--- src/rtl/bypass_buff_mp_if.sv ---
// Signal bundle for bypass_buff_mp: control, write-back, invalidate and per-port source lookup.
// The buffer takes the slave side; whatever drives the write-back and lookups takes the master side.
interface bypass_buff_mp_if #(
  parameter int unsigned BUFF_SIZE  = 8,
  parameter int unsigned NUM_SRC    = 3,
  parameter int unsigned WIDTH_IDX  = 8,
  parameter int unsigned WIDTH_DATA = 32
);
  localparam int unsigned NumW = $clog2(BUFF_SIZE + 1);

  logic                          stall;
  logic                          flush;
  logic                          inv_valid;
  logic [WIDTH_IDX-1:0]          inv_index;
  logic                          wb_valid;
  logic [WIDTH_IDX-1:0]          wb_index;
  logic [WIDTH_DATA-1:0]         wb_data;
  logic [NUM_SRC-1:0]            src_valid;
  logic [NUM_SRC*WIDTH_IDX-1:0]  src_index;
  logic [NUM_SRC*WIDTH_DATA-1:0] src_rf_data;
  logic [NUM_SRC*WIDTH_DATA-1:0] src_data;
  logic [NUM_SRC-1:0]            src_hit;
  logic                          full;
  logic                          empty;
  logic [NumW-1:0]               num;
  logic                          evict;

  modport master (
    output stall, flush, inv_valid, inv_index, wb_valid, wb_index, wb_data,
           src_valid, src_index, src_rf_data,
    input  src_data, src_hit, full, empty, num, evict
  );

  modport slave (
    input  stall, flush, inv_valid, inv_index, wb_valid, wb_index, wb_data,
           src_valid, src_index, src_rf_data,
    output src_data, src_hit, full, empty, num, evict
  );
endinterface

--- src/rtl/bypass_buff_mp.sv ---
// Fully-associative bypass buffer of recent write-back results with multi-port zero-latency
// lookup, in-place update, write-back forwarding, reuse retirement and round-robin eviction.
module bypass_buff_mp #(
  parameter int unsigned BUFF_SIZE  = 8,
  parameter int unsigned NUM_SRC    = 3,
  parameter int unsigned WIDTH_IDX  = 8,
  parameter int unsigned WIDTH_DATA = 32,
  parameter int unsigned REUSE_MAX  = 0,
  parameter int unsigned FWD_WB     = 1
) (
  input logic             clock,
  input logic             reset,
  bypass_buff_mp_if.slave bus
);
  localparam int unsigned NumW = $clog2(BUFF_SIZE + 1);
  localparam int unsigned PtrW = $clog2(BUFF_SIZE);
  localparam int unsigned CntW = (REUSE_MAX > 0) ? $clog2(REUSE_MAX + 1) : 1;

  logic [BUFF_SIZE-1:0]  valid_q, valid_d;
  logic [WIDTH_IDX-1:0]  idx_q   [BUFF_SIZE];
  logic [WIDTH_DATA-1:0] data_q  [BUFF_SIZE];
  logic [CntW-1:0]       cnt_q   [BUFF_SIZE];
  logic [CntW-1:0]       cnt_upd [BUFF_SIZE];
  logic [CntW-1:0]       cnt_d   [BUFF_SIZE];
  logic [PtrW-1:0]       ptr_q, ptr_d;
  logic [NumW-1:0]       num_q, num_d;
  logic                  full_q, empty_q, evict_q, evict_d;

  logic [WIDTH_IDX-1:0]          src_idx [NUM_SRC];
  logic [BUFF_SIZE-1:0]          match   [NUM_SRC];
  logic [NUM_SRC-1:0]            fwd, hit;
  logic [NUM_SRC*WIDTH_DATA-1:0] src_data;

  int unsigned          hits [BUFF_SIZE];
  int unsigned          sum  [BUFF_SIZE];
  logic [BUFF_SIZE-1:0] retire;

  logic [BUFF_SIZE-1:0] wr_match, inv_match, free_sel, wr_sel;
  logic                 wr_present, wr_en, is_full;

  always_comb begin
    logic [WIDTH_DATA-1:0] sel;
    sel      = '0;
    src_data = bus.src_rf_data;
    for (int p = 0; p < int'(NUM_SRC); p++) begin
      src_idx[p] = bus.src_index[p*WIDTH_IDX +: WIDTH_IDX];
      fwd[p]     = (FWD_WB != 0) && bus.wb_valid && bus.src_valid[p] &&
                   (bus.wb_index == src_idx[p]);
      sel        = '0;
      for (int e = 0; e < int'(BUFF_SIZE); e++) begin
        match[p][e] = bus.src_valid[p] && valid_q[e] && (idx_q[e] == src_idx[p]);
        sel         = sel | (data_q[e] & {WIDTH_DATA{match[p][e]}});
      end
      hit[p] = fwd[p] || (|match[p]);
      if (fwd[p]) begin
        src_data[p*WIDTH_DATA +: WIDTH_DATA] = bus.wb_data;
      end else if (|match[p]) begin
        src_data[p*WIDTH_DATA +: WIDTH_DATA] = sel;
      end
    end
  end

  // Forwarded hits bypass the stored entry and therefore never count toward retirement.
  always_comb begin
    for (int e = 0; e < int'(BUFF_SIZE); e++) begin
      hits[e] = 0;
      for (int p = 0; p < int'(NUM_SRC); p++) begin
        if (match[p][e] && !fwd[p]) begin
          hits[e] = hits[e] + 1;
        end
      end
      sum[e]     = hits[e] + 32'(cnt_q[e]);
      cnt_upd[e] = cnt_q[e];
      retire[e]  = 1'b0;
      if ((REUSE_MAX != 0) && !bus.stall && (hits[e] != 0)) begin
        if (sum[e] >= REUSE_MAX) begin
          cnt_upd[e] = CntW'(REUSE_MAX);
          retire[e]  = 1'b1;
        end else begin
          cnt_upd[e] = CntW'(sum[e]);
        end
      end
    end
  end

  always_comb begin
    free_sel = '0;
    for (int e = int'(BUFF_SIZE) - 1; e >= 0; e--) begin
      if (!valid_q[e]) begin
        free_sel    = '0;
        free_sel[e] = 1'b1;
      end
    end
    for (int e = 0; e < int'(BUFF_SIZE); e++) begin
      wr_match[e]  = valid_q[e] && (idx_q[e] == bus.wb_index);
      inv_match[e] = bus.inv_valid && valid_q[e] && (idx_q[e] == bus.inv_index);
    end
    wr_present = |wr_match;
    is_full    = &valid_q;
    wr_en      = bus.wb_valid && !bus.flush;
    if (wr_present) begin
      wr_sel = wr_match;
    end else if (!is_full) begin
      wr_sel = free_sel;
    end else begin
      wr_sel        = '0;
      wr_sel[ptr_q] = 1'b1;
    end
    evict_d = wr_en && !wr_present && is_full;
    ptr_d   = ptr_q;
    if (evict_d) begin
      ptr_d = (ptr_q == PtrW'(BUFF_SIZE - 1)) ? '0 : ptr_q + PtrW'(1);
    end
    // Write beats invalidate/retirement; flush beats everything.
    num_d = '0;
    for (int e = 0; e < int'(BUFF_SIZE); e++) begin
      valid_d[e] = valid_q[e] && !inv_match[e] && !retire[e];
      cnt_d[e]   = cnt_upd[e];
      if (wr_en && wr_sel[e]) begin
        valid_d[e] = 1'b1;
        cnt_d[e]   = '0;
      end
      if (bus.flush) begin
        valid_d[e] = 1'b0;
      end
      num_d = num_d + NumW'(valid_d[e]);
    end
  end

  always_ff @(posedge clock) begin
    if (!reset) begin
      valid_q <= '0;
      ptr_q   <= '0;
      num_q   <= '0;
      full_q  <= 1'b0;
      empty_q <= 1'b1;
      evict_q <= 1'b0;
      for (int e = 0; e < int'(BUFF_SIZE); e++) begin
        cnt_q[e] <= '0;
      end
    end else begin
      valid_q <= valid_d;
      ptr_q   <= ptr_d;
      num_q   <= num_d;
      full_q  <= (num_d == NumW'(BUFF_SIZE));
      empty_q <= (num_d == '0);
      evict_q <= evict_d;
      for (int e = 0; e < int'(BUFF_SIZE); e++) begin
        cnt_q[e] <= cnt_d[e];
      end
    end
  end

  always_ff @(posedge clock) begin
    for (int e = 0; e < int'(BUFF_SIZE); e++) begin
      if (reset && wr_en && wr_sel[e]) begin
        idx_q[e]  <= bus.wb_index;
        data_q[e] <= bus.wb_data;
      end
    end
  end

  assign bus.src_data = src_data;
  assign bus.src_hit  = hit;
  assign bus.full     = full_q;
  assign bus.empty    = empty_q;
  assign bus.num      = num_q;
  assign bus.evict    = evict_q;
endmodule

--- src/flat_wrapper.sv ---
// flat-port wrapper written by rule: the top's interface ports become plain ports
module bypass_buff_mp_flat 
#(
  parameter int unsigned BUFF_SIZE  = 8,
  parameter int unsigned NUM_SRC    = 3,
  parameter int unsigned WIDTH_IDX  = 8,
  parameter int unsigned WIDTH_DATA = 32,
  parameter int unsigned REUSE_MAX  = 0,
  parameter int unsigned FWD_WB     = 1
)
  (clock, reset, bus_stall, bus_flush, bus_inv_valid, bus_inv_index, bus_wb_valid, bus_wb_index, bus_wb_data, bus_src_valid, bus_src_index, bus_src_rf_data, bus_src_data, bus_src_hit, bus_full, bus_empty, bus_num, bus_evict);
  bypass_buff_mp_if #(.BUFF_SIZE(BUFF_SIZE), .NUM_SRC(NUM_SRC), .WIDTH_IDX(WIDTH_IDX), .WIDTH_DATA(WIDTH_DATA)) bus_i ();
  input logic clock;
  input logic reset;
  input wire logic [$bits(bus_i.stall)-1:0] bus_stall;
  input wire logic [$bits(bus_i.flush)-1:0] bus_flush;
  input wire logic [$bits(bus_i.inv_valid)-1:0] bus_inv_valid;
  input wire logic [$bits(bus_i.inv_index)-1:0] bus_inv_index;
  input wire logic [$bits(bus_i.wb_valid)-1:0] bus_wb_valid;
  input wire logic [$bits(bus_i.wb_index)-1:0] bus_wb_index;
  input wire logic [$bits(bus_i.wb_data)-1:0] bus_wb_data;
  input wire logic [$bits(bus_i.src_valid)-1:0] bus_src_valid;
  input wire logic [$bits(bus_i.src_index)-1:0] bus_src_index;
  input wire logic [$bits(bus_i.src_rf_data)-1:0] bus_src_rf_data;
  output wire logic [$bits(bus_i.src_data)-1:0] bus_src_data;
  output wire logic [$bits(bus_i.src_hit)-1:0] bus_src_hit;
  output wire logic [$bits(bus_i.full)-1:0] bus_full;
  output wire logic [$bits(bus_i.empty)-1:0] bus_empty;
  output wire logic [$bits(bus_i.num)-1:0] bus_num;
  output wire logic [$bits(bus_i.evict)-1:0] bus_evict;
  assign bus_i.stall = bus_stall;
  assign bus_i.flush = bus_flush;
  assign bus_i.inv_valid = bus_inv_valid;
  assign bus_i.inv_index = bus_inv_index;
  assign bus_i.wb_valid = bus_wb_valid;
  assign bus_i.wb_index = bus_wb_index;
  assign bus_i.wb_data = bus_wb_data;
  assign bus_i.src_valid = bus_src_valid;
  assign bus_i.src_index = bus_src_index;
  assign bus_i.src_rf_data = bus_src_rf_data;
  assign bus_src_data = bus_i.src_data;
  assign bus_src_hit = bus_i.src_hit;
  assign bus_full = bus_i.full;
  assign bus_empty = bus_i.empty;
  assign bus_num = bus_i.num;
  assign bus_evict = bus_i.evict;
  bypass_buff_mp #(.BUFF_SIZE(BUFF_SIZE), .NUM_SRC(NUM_SRC), .WIDTH_IDX(WIDTH_IDX), .WIDTH_DATA(WIDTH_DATA), .REUSE_MAX(REUSE_MAX), .FWD_WB(FWD_WB)) u_core (.clock(clock), .reset(reset), .bus(bus_i));
endmodule
--- config.mk ---
export PLATFORM = sky130hd
export DESIGN_NAME = bypass_buff_mp_flat
export DESIGN_NICKNAME = d
export VERILOG_FILES = /design/src/rtl/bypass_buff_mp_if.sv /design/src/rtl/bypass_buff_mp.sv /design/src/flat_wrapper.sv
export SDC_FILE = /design/constraint.sdc
export NUM_CORES = 1
export LEC_CHECK = 0
export ABC_CLOCK_PERIOD_IN_PS = 6000
export BUFFER_PORTS_ARGS = -buffer_cell sky130_fd_sc_hd__buf_4
export CAP_MARGIN = 10
export CELL_PAD_IN_SITES_DETAIL_PLACEMENT = 2
export CELL_PAD_IN_SITES_GLOBAL_PLACEMENT = 2
export CORE_ASPECT_RATIO = 1.1
export CORE_MARGIN = 1.5
export CORE_UTILIZATION = 39
export DETAILED_ROUTE_END_ITERATION = 12
export GPL_ROUTABILITY_DRIVEN = 0
export PLACE_DENSITY = 0.8
export SLEW_MARGIN = 40
export SYNTH_ARGS = -nofsm -noshare
export SYNTH_HDL_FRONTEND = slang
export SYNTH_SLANG_ARGS = --single-unit
--- constraint.sdc ---
create_clock -name clock -period 6 [get_ports clock]
set_input_delay 1.2 -clock clock [delete_from_list [all_inputs] [get_ports clock]]
set_output_delay 1.2 -clock clock [all_outputs]
set_load 0.03 [all_outputs]
==> impl_metrics.json <==
{
  "run_status": "finished, final reports clean",
  "synth_compound_area_share_pct": 19.7,
  "crit_arrival_ns": 5.92,
  "maxCapViolations": 0,
  "cts.clk_slew.worst_paths_ns": 0.05,
  "yosysWarnings": 0,
  "num_rows": 90,
  "yosys.area_share.simple_pct": 10.2,
  "synth_cell_types": 59,
  "wl_per_cell_um": 37.1,
  "ios": 283,
  "core_um2": 54800,
  "grt-ovfl-total": 0,
  "diodes": 0,
  "synth-edff-count": 320,
  "yosysSeqAreaShare_pct": 46.0,
  "relSlewSlack_pct": 39.7,
  "cts_setup_buffers": 0,
  "syn_area_per_cell_um2": 11.1,
  "htree_levels": 2,
  "endpoint_kind": "flop",
  "vias": 20300,
  "grt_usage_pct": 36.4,
  "antenna_found_initial": 3,
  "critPathLaunchType": "primary input",
  "tritoncts": "done",
  "synthArstFlopShare_pct": 0,
  "port_buffers": 281,
  "cp_cell_sequence": "buf_4, xor2_1, nor3_1, nand4_1, nand4_1, or2_1, o31ai_1, ha_1, inv_1, fa_1, inv_1, fa_1, fa_1, fa_1, xor2_1, or3_1, nor3_1",
  "grt_setup_unrepaired": "false",
  "fin_area_um2": 25500,
  "die_w_um": 228,
  "dp.cells": 2796,
  "syn_area_um2": 21700,
  "powerDensity_nw_per_um2": 226,
  "worstPathRequired_ns": 6.47,
  "synth.mux.area_fraction_pct": 3.85,
  "rrSetupSlack_ns": 0.75,
  "worstSetupPathType": "in2reg",
  "cts_sinks": 338,
  "first_pass_iters": 6,
  "min_to": "u_core.ptr_q[2]",
  "reg2reg_to": "u_core.bus.full",
  "clk_path_buf_depth": 3,
  "fin_crit_ns": 5.45,
  "hold_class": "reg2reg",
  "max_stage_delay_ns": 0.44,
  "die_h_um": 250,
  "nets": 2290,
  "path_max_fanout": 10,
  "rr_worst_depth": 17,
  "synth_top_area_share_pct": 44.3,
  "vias_per_cell": 7.08,
  "cpMostUsedCell": "fa_1",
  "synth_top_family_by_area": "compound AO/OA/AOI/OAI gates",
  "syn_nets": 2139,
  "vdd_drop_max_v": 0.000180,
  "grt_max_degree": 43,
  "design.die.area_um2": 57000,
  "ant_nets": 0,
  "area_growth_pct": 17.7,
  "grt_pass1_wl_mm": 153,
  "dp_hpwl_mm": 65.9,
  "drcViolationCount": 0,
  "drive_gt1_share_pct": 24.0,
  "hold_depth": 2,
  "fmax_ghz": 0.183,
  "cts_made_buffers": 41,
  "register_area_um2": 9970,
  "p_leak_nw": 8.32,
  "grt_pass1_vias": 21900,
  "r2r_start": "u_core.idx_q[0][1]",
  "maxSlewViolCount": 0,
  "worstMarginPinSlew_ns": 0.904,
  "ys_top_cells_by_area": "edfxtp_1 44%, xnor2_1 11%, a22o_1 5.9%",
  "finalWirelength_mm": 106,
  "instances_no_fill": 2870,
  "cts_root_buffer": "clkbuf_16",
  "placed_area_um2": 24200,
  "fill_cells": 5602,
  "hold_viol": 0,
  "multi_input_area_um2": 10700,
  "final_core_util_pct": 46.5,
  "synthCells": 1953,
  "worstSkewPairLatency_ns": 0.59,
  "postCtsResizedCells": 0,
  "min_from": "u_core.ptr_q[2]",
  "ys_ff_latch": 338,
  "finalSetupViolCount": 0,
  "initial_core_util_pct": 39.5,
  "critical_path.startpoint": "bus_wb_index[6]",
  "crit_slowest_cell": "fa_1",
  "yosys.area_share.xor_xnor_pct": 13.8,
  "synthFlopType": "edfxtp_1",
  "synthAdderAreaFrac_pct": 0.658,
  "final.setup.tns_ns": 0,
  "hold_buffers": 0,
  "min_period_over_period_pct": 90.9,
  "skew_ns": 0.0305,
  "synth_area_leader_cell": "edfxtp_1",
  "drt_iter0_markers": 2640
}
[logic make-up (layout without fill, tap and decap cells)]
kind of cell / count (synthesis) / count (layout)
xor+xnor: 342 / 342
mux: 77 / 77
buf+inv: 245 / 426
fa+ha+maj: 9 / 9
compound gates: 528 / 528
flops: 338 / 338
simple gates: 414 / 414
[registers in the layout (all words and copies together), names as in the netlist]
signal,cells
u_core.bus.num,4
u_core.bus.evict,1
u_core.ptr_q,3
u_core.bus.empty,1
u_core.data_q,256
u_core.idx_q,64
u_core.bus.full,1
u_core.valid_q,8
[power breakdown]
group / internal, mW / leakage (nW) / switching, mW
clock: 1.47 / 0.640 / 1.05
combinational: 0.253 / 4.65 / 0.382
sequential: 2.59 / 3.03 / 0.0151
[synthesized netlist by cell type, types with 51 or more instances]
cell type / instances
a221oi_1: 124
a22o_1: 146
a22oi_1: 115
a31oi_1: 58
buf_2: 86
clkbuf_1: 108
edfxtp_1: 320
mux2_2: 51
nand3_1: 63
nand4_1: 77
nor2_1: 59
nor3_1: 97
xnor2_1: 262
xor2_1: 80
[layout make-up]
type,count,area share (%)
clock buffer,49,4.14
clock inverter,24,0.946
inverter,11,0.162
multi-input combinational,1370,41.8
sequential,338,39.1
tap,736,3.61
timing repair buffer,342,10.3
[worst max-delay path by stage]
stage	endpoint	slack, ns	cells after the start
after CTS	u_core.bus.full	0.56	17
after detailed placement	u_core.bus.full	0.07	16
after global placement	u_core.bus.empty	0.30	18
after floorplan	u_core.bus.empty	0.54	18
final	u_core.bus.full	0.55	17
after global routing	u_core.bus.full	0.25	17
[critical path: cells and delay by family]
| kind | cells | cell delay, ns |
|---|---|---|
| adders and majority gates | 5 | 2.01 |
| xor gates and xnor gates | 2 | 0.47 |
| buffers and inverters | 3 | 0.41 |
| and+or+nand+nor | 6 | 1.47 |
| AOI/OAI and AO/OA | 1 | 0.35 |
[layout by cell type, fill, tap and decap left out, types with 63 or more instances in the layout]
master	Yosys	layout
xor2_1	80	80
nor3_1	97	77
a22oi_1	115	115
xnor2_1	262	262
a22o_1	146	146
edfxtp_1	320	320
nand3_1	63	63
a221oi_1	124	124
buf_4	18	338
nand4_1	77	77
[layer usage]
metal | up-vias | share of wire, % | track usage (%)
li1 | 7945 | - | -
met5 | - | 0.035 | 0
met2 | 1598 | 48 | 60.7
met3 | 481 | 10 | 8.06
met1 | 10300 | 36 | 43.0
met4 | 6 | 6.2 | 22.2
[stage by stage]
stage          setup slack (ns)  power, mW  hold slack (ns)
5_1_grt                   0.250       5.88            0.610
4_1_cts                   0.560       5.76            0.572
3_5_place_dp             0.0718       3.28            0.566
6_report                  0.546       5.76            0.565
3_3_place_gp              0.303       3.25            0.535
2_1_floorplan             0.537       2.99            0.498
Note: power is estimated with default switching activity, not from simulation.
